**src/rtl/hazard_pkg.sv**
```systemverilog
// hazard_pkg: shared forwarding codes, wait-state encodings and defaults for the hazard controller.
package hazard_pkg;
  localparam int REG_AW_DEF = 5;
  localparam logic [1:0] FWD_RF  = 2'b00;
  localparam logic [1:0] FWD_WB  = 2'b01;
  localparam logic [1:0] FWD_MEM = 2'b10;
  typedef enum logic [1:0] {
    ST_RUN   = 2'b00,
    ST_IWAIT = 2'b01,
    ST_DWAIT = 2'b10
  } state_t;
endpackage

```
**src/rtl/hazard_ctrl_fwd_unit.sv**
```systemverilog
// fwd_unit: combinational EX-stage operand forwarding selects.
//   i_rs1E/i_rs2E      EX source registers
//   i_rdM/i_reg_writeM MEM destination and write enable (higher priority)
//   i_rdW/i_reg_writeW WB destination and write enable
//   o_fwd_a/o_fwd_b    selects for operand A/B (FWD_RF, FWD_WB, FWD_MEM)
module fwd_unit
  import hazard_pkg::*;
#(
  parameter int REG_AW = REG_AW_DEF
) (
  input  logic [REG_AW-1:0] i_rs1E,
  input  logic [REG_AW-1:0] i_rs2E,
  input  logic [REG_AW-1:0] i_rdM,
  input  logic              i_reg_writeM,
  input  logic [REG_AW-1:0] i_rdW,
  input  logic              i_reg_writeW,
  output logic [1:0]        o_fwd_a,
  output logic [1:0]        o_fwd_b
);
  logic w_m_ok, w_w_ok;
  // x0 is hardwired zero, so a write to it must never be forwarded
  assign w_m_ok  = i_reg_writeM && (i_rdM != '0);
  assign w_w_ok  = i_reg_writeW && (i_rdW != '0);
  assign o_fwd_a = (w_m_ok && i_rdM == i_rs1E) ? FWD_MEM : (w_w_ok && i_rdW == i_rs1E) ? FWD_WB : FWD_RF;
  assign o_fwd_b = (w_m_ok && i_rdM == i_rs2E) ? FWD_MEM : (w_w_ok && i_rdW == i_rs2E) ? FWD_WB : FWD_RF;
endmodule

```
**src/rtl/hazard_ctrl.sv**
```systemverilog
// hazard_ctrl: stall/flush/forward control for a 5-stage RISC-V pipeline with memory-wait FSM and watchdog.
//   Inputs : ID/EX/MEM/WB register indices and write enables, mem_readE, pc_srcE,
//            imem_ready, dmem_reqM, dmem_ready; clk, rst_n (async active-low).
//   Outputs: StallF/D/E/M, FlushD/E, ForwardAE/BE, wait_state (00 RUN, 01 IWAIT, 10 DWAIT),
//            err_timeout (sticky watchdog error).
//   Build option HAZARD_PERF_CNT_EN adds perf_stall_cnt, perf_flush_cnt, perf_lduse_cnt.
module hazard_ctrl
  import hazard_pkg::*;
#(
  parameter int REG_AW         = REG_AW_DEF,
  parameter int TIMEOUT_CYCLES = 255,
  parameter int CNT_W          = 8
) (
  input  logic              clk,
  input  logic              rst_n,
  input  logic [REG_AW-1:0] rs1D,
  input  logic [REG_AW-1:0] rs2D,
  input  logic [REG_AW-1:0] rs1E,
  input  logic [REG_AW-1:0] rs2E,
  input  logic [REG_AW-1:0] rdE,
  input  logic              mem_readE,
  input  logic [REG_AW-1:0] rdM,
  input  logic              reg_writeM,
  input  logic [REG_AW-1:0] rdW,
  input  logic              reg_writeW,
  input  logic              pc_srcE,
  input  logic              imem_ready,
  input  logic              dmem_reqM,
  input  logic              dmem_ready,
  output logic              StallF,
  output logic              StallD,
  output logic              StallE,
  output logic              StallM,
  output logic              FlushD,
  output logic              FlushE,
  output logic [1:0]        ForwardAE,
  output logic [1:0]        ForwardBE,
  output logic [1:0]        wait_state,
  output logic              err_timeout
`ifdef HAZARD_PERF_CNT_EN
  ,
  output logic [31:0]       perf_stall_cnt,
  output logic [31:0]       perf_flush_cnt,
  output logic [31:0]       perf_lduse_cnt
`endif
);
  localparam logic [CNT_W-1:0] TMAX = CNT_W'(TIMEOUT_CYCLES);
  state_t           r_state, w_nxt;
  logic [CNT_W-1:0] r_cnt, w_cnt_nxt;
  logic             r_err;
  logic             w_dwait, w_iwait, w_lw, w_br;
  logic [1:0]       w_fa, w_fb;
  fwd_unit #(.REG_AW(REG_AW)) u_fwd (
    .i_rs1E      (rs1E),
    .i_rs2E      (rs2E),
    .i_rdM       (rdM),
    .i_reg_writeM(reg_writeM),
    .i_rdW       (rdW),
    .i_reg_writeW(reg_writeW),
    .o_fwd_a     (w_fa),
    .o_fwd_b     (w_fb)
  );
  // a data wait freezes everything, so it masks load-use and branch resolution
  assign w_dwait = dmem_reqM && !dmem_ready;
  assign w_iwait = !imem_ready && !w_dwait;
  assign w_lw    = !w_dwait && mem_readE && (rdE != '0) && (rdE == rs1D || rdE == rs2D);
  assign w_br    = pc_srcE && !w_dwait;
  always_comb begin
    StallF    = rst_n && (w_dwait || w_iwait || w_lw);
    StallD    = rst_n && (w_dwait || w_lw);
    StallE    = rst_n && w_dwait;
    StallM    = rst_n && w_dwait;
    FlushD    = !rst_n || w_br || w_iwait;
    FlushE    = !rst_n || w_br || w_lw;
    ForwardAE = rst_n ? w_fa : FWD_RF;
    ForwardBE = rst_n ? w_fb : FWD_RF;
  end
  always_comb begin
    w_nxt     = (r_state == ST_RUN)   ? (w_dwait ? ST_DWAIT : w_iwait ? ST_IWAIT : ST_RUN) :
                (r_state == ST_DWAIT) ? (dmem_ready ? ST_RUN : ST_DWAIT) :
                                        (w_dwait ? ST_DWAIT : imem_ready ? ST_RUN : ST_IWAIT);
    w_cnt_nxt = (w_nxt != r_state || r_state == ST_RUN) ? '0 : (r_cnt == TMAX) ? r_cnt : r_cnt + 1'b1;
  end
  always_ff @(posedge clk or negedge rst_n) begin
    if (!rst_n) begin
      r_state <= ST_RUN;
      r_cnt   <= '0;
      r_err   <= 1'b0;
    end else begin
      r_state <= w_nxt;
      r_cnt   <= w_cnt_nxt;
      r_err   <= r_err || (r_state != ST_RUN && w_cnt_nxt == TMAX);
    end
  end
  assign wait_state  = r_state;
  assign err_timeout = r_err;
`ifdef HAZARD_PERF_CNT_EN
  logic [31:0] r_perf_stall, r_perf_flush, r_perf_lduse;
  always_ff @(posedge clk or negedge rst_n) begin
    if (!rst_n) begin
      r_perf_stall <= '0;
      r_perf_flush <= '0;
      r_perf_lduse <= '0;
    end else begin
      r_perf_stall <= r_perf_stall + 32'(StallF);
      r_perf_flush <= r_perf_flush + 32'(w_br);
      r_perf_lduse <= r_perf_lduse + 32'(w_lw);
    end
  end
  assign perf_stall_cnt = r_perf_stall;
  assign perf_flush_cnt = r_perf_flush;
  assign perf_lduse_cnt = r_perf_lduse;
`endif
endmodule

```
**config.mk**
```make
export PLATFORM = sky130hd
export DESIGN_NAME = hazard_ctrl
export DESIGN_NICKNAME = d
export VERILOG_FILES = /design/src/rtl/hazard_pkg.sv /design/src/rtl/hazard_ctrl_fwd_unit.sv /design/src/rtl/hazard_ctrl.sv
export SDC_FILE = /design/constraint.sdc
export NUM_CORES = 1
export LEC_CHECK = 0
export ABC_CLOCK_PERIOD_IN_PS = 1700
export CAP_MARGIN = 20
export CORE_MARGIN = 2
export CORE_UTILIZATION = 35
export DETAILED_ROUTE_END_ITERATION = 16
export PLACE_DENSITY = 0.76
export SLEW_MARGIN = 20
export SYNTH_ARGS = -nofsm -noshare
export SYNTH_HDL_FRONTEND = slang
export SYNTH_SLANG_ARGS = --single-unit
export TNS_END_PERCENT = 50
```
**constraint.sdc**
```tcl
create_clock -name clk -period 1.7 [get_ports clk]
set_input_delay 0.17 -clock clk [delete_from_list [all_inputs] [get_ports clk]]
set_output_delay 0.17 -clock clk [all_outputs]
set_load 0.005 [all_outputs]
```
Word-level counts from Yosys, hierarchy flattened
Cells that the tools add are included.
{"block": "word_totals", "ramBits": 0, "elab_cells": 63, "romBits": 0, "in_bits": 44, "ff_bits": 11, "memories": 0, "latchBits": 0}
{"block": "classes", "magnitude_cmp": 0, "reduce_logical": 34, "n_mul": 0, "eq_ne": 10, "div": 0, "bitwise_logic": 0, "shifts": 0, "addsub": 1, "muxes": 15}
{"cell": "== test 5 bit", "n": 6}
{"cell": "two-way mux 2 bit", "n": 9}
{"cell": "== test 8 bit, second input constant", "n": 2}
{"cell": "logical AND 1 bit", "n": 16}
{"cell": "two-way mux 8 bit", "n": 2}
{"cell": "nonzero test 5 bit", "n": 3}
{"cell": "logical OR 1 bit", "n": 9}
{"cell": "adder 8 x 1 -> 8 bit, second input constant", "n": 1}
{"cell": "logical NOT 1 bit", "n": 4}
{"cell": "two-way mux 1 bit", "n": 4}
{"cell": "== test 2 bit, second input constant", "n": 1}
{"cell": "logical NOT 2 bit", "n": 1}
{"cell": "!= test 2 bit", "n": 1}
{"cell": "nonzero test 2 bit", "n": 1}

Logic depth before layout (Yosys ltp)
{"block": "depth", "depth_word": 13, "ltp_mapped": 6, "ltp_nobuf": 6}

Hierarchy
From an unflattened synthesis, not the netlist that was laid out.
{"block": "unflattened", "cells_unflattened": 126, "hier_area_um2": 1079.8}
{"mod": "hazard_ctrl", "area_per_inst_um2": 809.5, "instances": 1, "cells_per_inst": 92}
{"mod": "fwd_unit", "area_per_inst_um2": 270.3, "instances": 1, "cells_per_inst": 34}

Worst setup path before layout
OpenSTA, ideal clock, no wires.
{"block": "synth_timing", "kind": "register -> register", "startpoint": "register r_cnt[0]", "endpoint": "register r_err (netlist: err_timeout)", "t_required_ps": 1580, "t_arrival_ps": 1638, "setup_slack_ps": -58, "path_stages_with_launch": 7, "path_cell_list": "dfrtp_1 -> ha_1 -> and3_1 -> xnor2_1 -> or2b_2 -> and4b_1 -> a41o_1"}
{"block": "synth_via", "elab_chain_cells": 6, "elab_cells_between_ends": 7, "classes_between": "add/sub (1); eq/ne (2); mux (2); reduce/logical (2)"}
{"item": "from (decl)", "line": "hazard_ctrl.sv:49", "source": "logic [CNT_W-1:0] r_cnt, w_cnt_nxt;"}
{"item": "from (signal assigned)", "line": "hazard_ctrl.sv:91", "source": "r_cnt <= w_cnt_nxt;"}
{"item": "adder 8 x 1 -> 8 bit or == test 8 bit (tied branches)", "line": "hazard_ctrl.sv:82", "source": "w_cnt_nxt = (w_nxt != r_state || r_state == ST_RUN) ? '0 : (r_cnt == TMAX) ? r_cnt : r_cnt + 1'b1;"}
{"item": "two-way mux 8 bit * (2 in series)", "line": "hazard_ctrl.sv:82"}
{"item": "== test 8 bit *", "line": "hazard_ctrl.sv:92", "source": "r_err <= r_err || (r_state != ST_RUN && w_cnt_nxt == TMAX);"}
{"item": "logical AND 1 bit *", "line": "hazard_ctrl.sv:92"}
{"item": "logical OR 1 bit *", "line": "hazard_ctrl.sv:92"}
{"item": "to (signal assigned)", "line": "hazard_ctrl.sv:92"}
{"item": "to (decl)", "line": "hazard_ctrl.sv:50", "source": "logic r_err;"}
Every way passes the cells marked *; elsewhere a longest branch is shown, timed or not.

Final worst setup path
{"block": "layout_timing", "startpoint": "input rdM[4]", "endpoint": "output ForwardAE[0]"}
{"block": "layout_via", "elab_chain_cells": 5, "elab_cells_between_ends": 6, "classes_between": "eq/ne (1); mux (2); reduce/logical (3)"}
{"item": "from (decl)", "line": "hazard_ctrl.sv:22", "source": "input logic [REG_AW-1:0] rdM,"}
{"item": "nonzero test 5 bit", "line": "hazard_ctrl_fwd_unit.sv:22", "source": "assign w_m_ok = i_reg_writeM && (i_rdM != '0);"}
{"item": "logical AND 1 bit", "line": "hazard_ctrl_fwd_unit.sv:22"}
{"item": "logical AND 1 bit *", "line": "hazard_ctrl_fwd_unit.sv:24", "source": "assign o_fwd_a = (w_m_ok && i_rdM == i_rs1E) ? FWD_MEM : (w_w_ok && i_rdW == i_rs1E) ? FWD_WB : FWD_RF;"}
{"item": "two-way mux 2 bit *", "line": "hazard_ctrl_fwd_unit.sv:24"}
{"item": "two-way mux 2 bit *", "line": "hazard_ctrl.sv:75", "source": "ForwardAE = rst_n ? w_fa : FWD_RF;"}
{"item": "to (decl)", "line": "hazard_ctrl.sv:36", "source": "output logic [1:0] ForwardAE,"}
Marks and branches as above.

==> flow_summary.yaml <==
drt:
  firstDrtPassIters: 4
  avgRoutedWirePerCell_um: 14.5
  route.detailed.drc: 0
  via_per_inst: 5.33
  routed_wl_mm: 3.46
  drtIter0Drc: 24
  num_vias: 1275
  final_antenna_net_count: 0
critical_path:
  cp.required_ns: 1.53
  end_kind: "output pin"
  start_kind: "input pin"
  worstSetupPathType: "input pin to output pin"
  worst-path-max-fanout: 2
  crit_chain: "buf_6, or4_4, o21ai_4, buf_6, nor4_4, nor4_2, buf_2"
  setup.worst_path.start: "rdM[4]"
  critPathMaxStageDelay_ns: 0.54
  worstReg2RegStart: "r_cnt[1]$_DFF_PN0_"
  arrival_ns: 1.54
  crit_top_cell: "buf_6"
  cpMaxStageDelayCell: "or4_4"
floorplanning:
  initial_core_util_pct: 35.9
  die_h_um: 59.3
  fp-row-count: 20
  dieArea_sq_um: 3510
  design.core.area_sq_um: 2980
  io_pins: 57
  dieWidth_um: 59.3
yosys:
  synth_cell_type_count: 39
  synth-seq-cells: 11
  synthesis.nets: 165
  postSynth.asyncResetShare_pct: 100
  syn-cell-area_sq_um: 1070
  synth.avg_cell_area_sq_um: 8.91
  synth_ff_type: "dfrtp_1"
  yosysWarnings: 0
  ys_seq_area_share_pct: 25.7
  netlist_instances: 120
  synth-edff-count: 0
final_layout:
  drive_above_1_share_pct: 31.6
  layout_common_cells: "clkdlybuf4s50_1 (22), buf_4 (22), xnor2_1 (17), dlygate4sd2_1 (17), xor2_1 (14)"
  finalNetCount: 252
  nFillCells: 232
  antenna_cells: 0
  utilization_pct: 66.3
  final_cells: 239
  final_cell_area_sq_um: 1970
  area_growth_syn_to_layout_pct: 84.6
sta:
  timing.final.crit_period_ns: 1.71
  slew_headroom_pct: 78.8
  finalMaxSlewViolations: 0
  final.setup.worst_slack_ns: -0.0113
  fmax_mhz: 584
  setup_tns_ns: -0.0216
  rsz0062_at_grt: "true"
  hold_viol: 0
  skew_ns: 0.00562
  tightest_slew_ns: 0.314
  setup_viol: 3
  post-route-period-util_pct: 101
  hold_ws_ns: 0.0312
clocking:
  cts_root_buf: "clkbuf_4"
  clk_pin_slew_ns: 0.07
  htree_levels: 1
  cts_tree: "done"
  cts_num_sinks: 11
  numCtsBuffers: 3
  clk_latency_ns: 0.27
  clk_path_buf_depth: 2
grt:
  grt_max_degree: 19
  antenna_found_initial: 0
  grt-ovfl-total: 0
  grt_pass1_vias: 1317
  grtUsageTotal_pct: 21.0
  grt_pass1_wl_mm: 5.62
power:
  power_density_nw_per_um2: 405
  peakVddDrop_mv: 0.253
  power_uw: 801
  p_leak_nw: 0.865
placement:
  io_buffers: 56
  pre_cts_slack_ns: -0.764
  gp_congestion: 0.934
  placedCellCount: 233
  hpwl_mm: 2.82
  placed_cell_area_sq_um: 1860
run_status:
  violations: "negative setup slack"
  status: "complete, but fails checks"
min_path:
  hold_class: "input pin to asynchronous set/reset pin"
flow_run:
  maxCapViolCount: 0
==> registers in the layout, indices dropped and copies added, names as in the netlist <==
signal / flops
r_cnt: 8
wait_state: 2
err_timeout: 1
==> worst max-delay path: cells and delay by family <==
| kind | cells | cell delay [ns] |
|---|---|---|
| buf+inv | 3 | 0.37 |
| simple gates | 3 | 0.82 |
| compound gates | 1 | 0.17 |
==> cells in the mapped netlist (all sizes together) (2+ instances only) <==
library cell / instances / area [sq um]
nor4: 4 / 31.3
mux2i: 2 / 20.0
or2b: 3 / 23.8
nand3: 7 / 35.0
a211oi: 2 / 15.0
nor2: 6 / 22.5
xnor2: 18 / 158
buf: 2 / 18.8
a21oi: 4 / 20.0
nand2: 6 / 22.5
nand4: 3 / 18.8
nor2b: 4 / 27.5
nor3: 4 / 31.3
dfrtp: 11 / 275
or4: 5 / 37.5
and3: 2 / 13.8
inv: 2 / 7.51
a31oi: 2 / 12.5
xor2: 14 / 123
and2: 3 / 20.0
and4: 2 / 17.5
o21ai: 4 / 20.0
==> path summary, 6_finish.rpt <==
check	to	slack, ns	depth (start not counted)
max	ForwardAE[0]	-0.01	7
min	err_timeout$_DFF_PN0_	0.03	2
max reg2reg	err_timeout$_DFF_PN0_	0.05	6
min reg2reg	err_timeout$_DFF_PN0_	0.47	1
max in group asynchronous	wait_state[1]$_DFF_PN0_	1.52	2
min in group clk	wait_state[1]$_DFF_PN0_	0.27	3
==> what timing repair did <==
action                     4_1_cts  5_1_grt
resized for setup               81       15
buffers inserted                 2        0
pin swaps                       15       13
setup endpoints to repair       10       11
hold buffers                     0        0
==> layer usage <==
layer / GRT usage (%) / vias up / part of all wire [%]
met5: 0 / - / 0
met4: 8.44 / 0 / 3.8
met3: 3.28 / 13 / 3.9
met2: 43.0 / 40 / 58
met1: 20.1 / 612 / 34
li1: - / 610 / -
==> layout make-up <==
type | instances | area (sq um) | share of cell area, %
Tap cell | 33 | 41.3 | 2.09
Timing Repair Buffer | 84 | 742 | 37.6
Multi-Input combinational cell | 105 | 882 | 44.7
Sequential cell | 11 | 275 | 13.9
Clock buffer | 4 | 26.3 | 1.33
Inverter | 2 | 7.51 | 0.380
==> kinds of logic after synthesis <==
| family | Yosys count | share of synthesized area (%) |
|---|---|---|
| AOI/OAI and AO/OA | 19 | 12.9 |
| xor gates and xnor gates | 32 | 26.2 |
| adders and majority gates | 1 | 1.17 |
| buffers and inverters | 4 | 2.46 |
| muxes | 2 | 1.87 |
| and+or+nand+nor | 51 | 29.7 |
| DFF | 11 | 25.7 |
==> report_power, final <==
group	internal (mW)	switching [mW]	total, mW
Combinational	0.203	0.142	0.345
Sequential	0.268	0.00498	0.273
Clock	0.0910	0.0915	0.182
No activity file was read; power rests on OpenSTA's default activity.
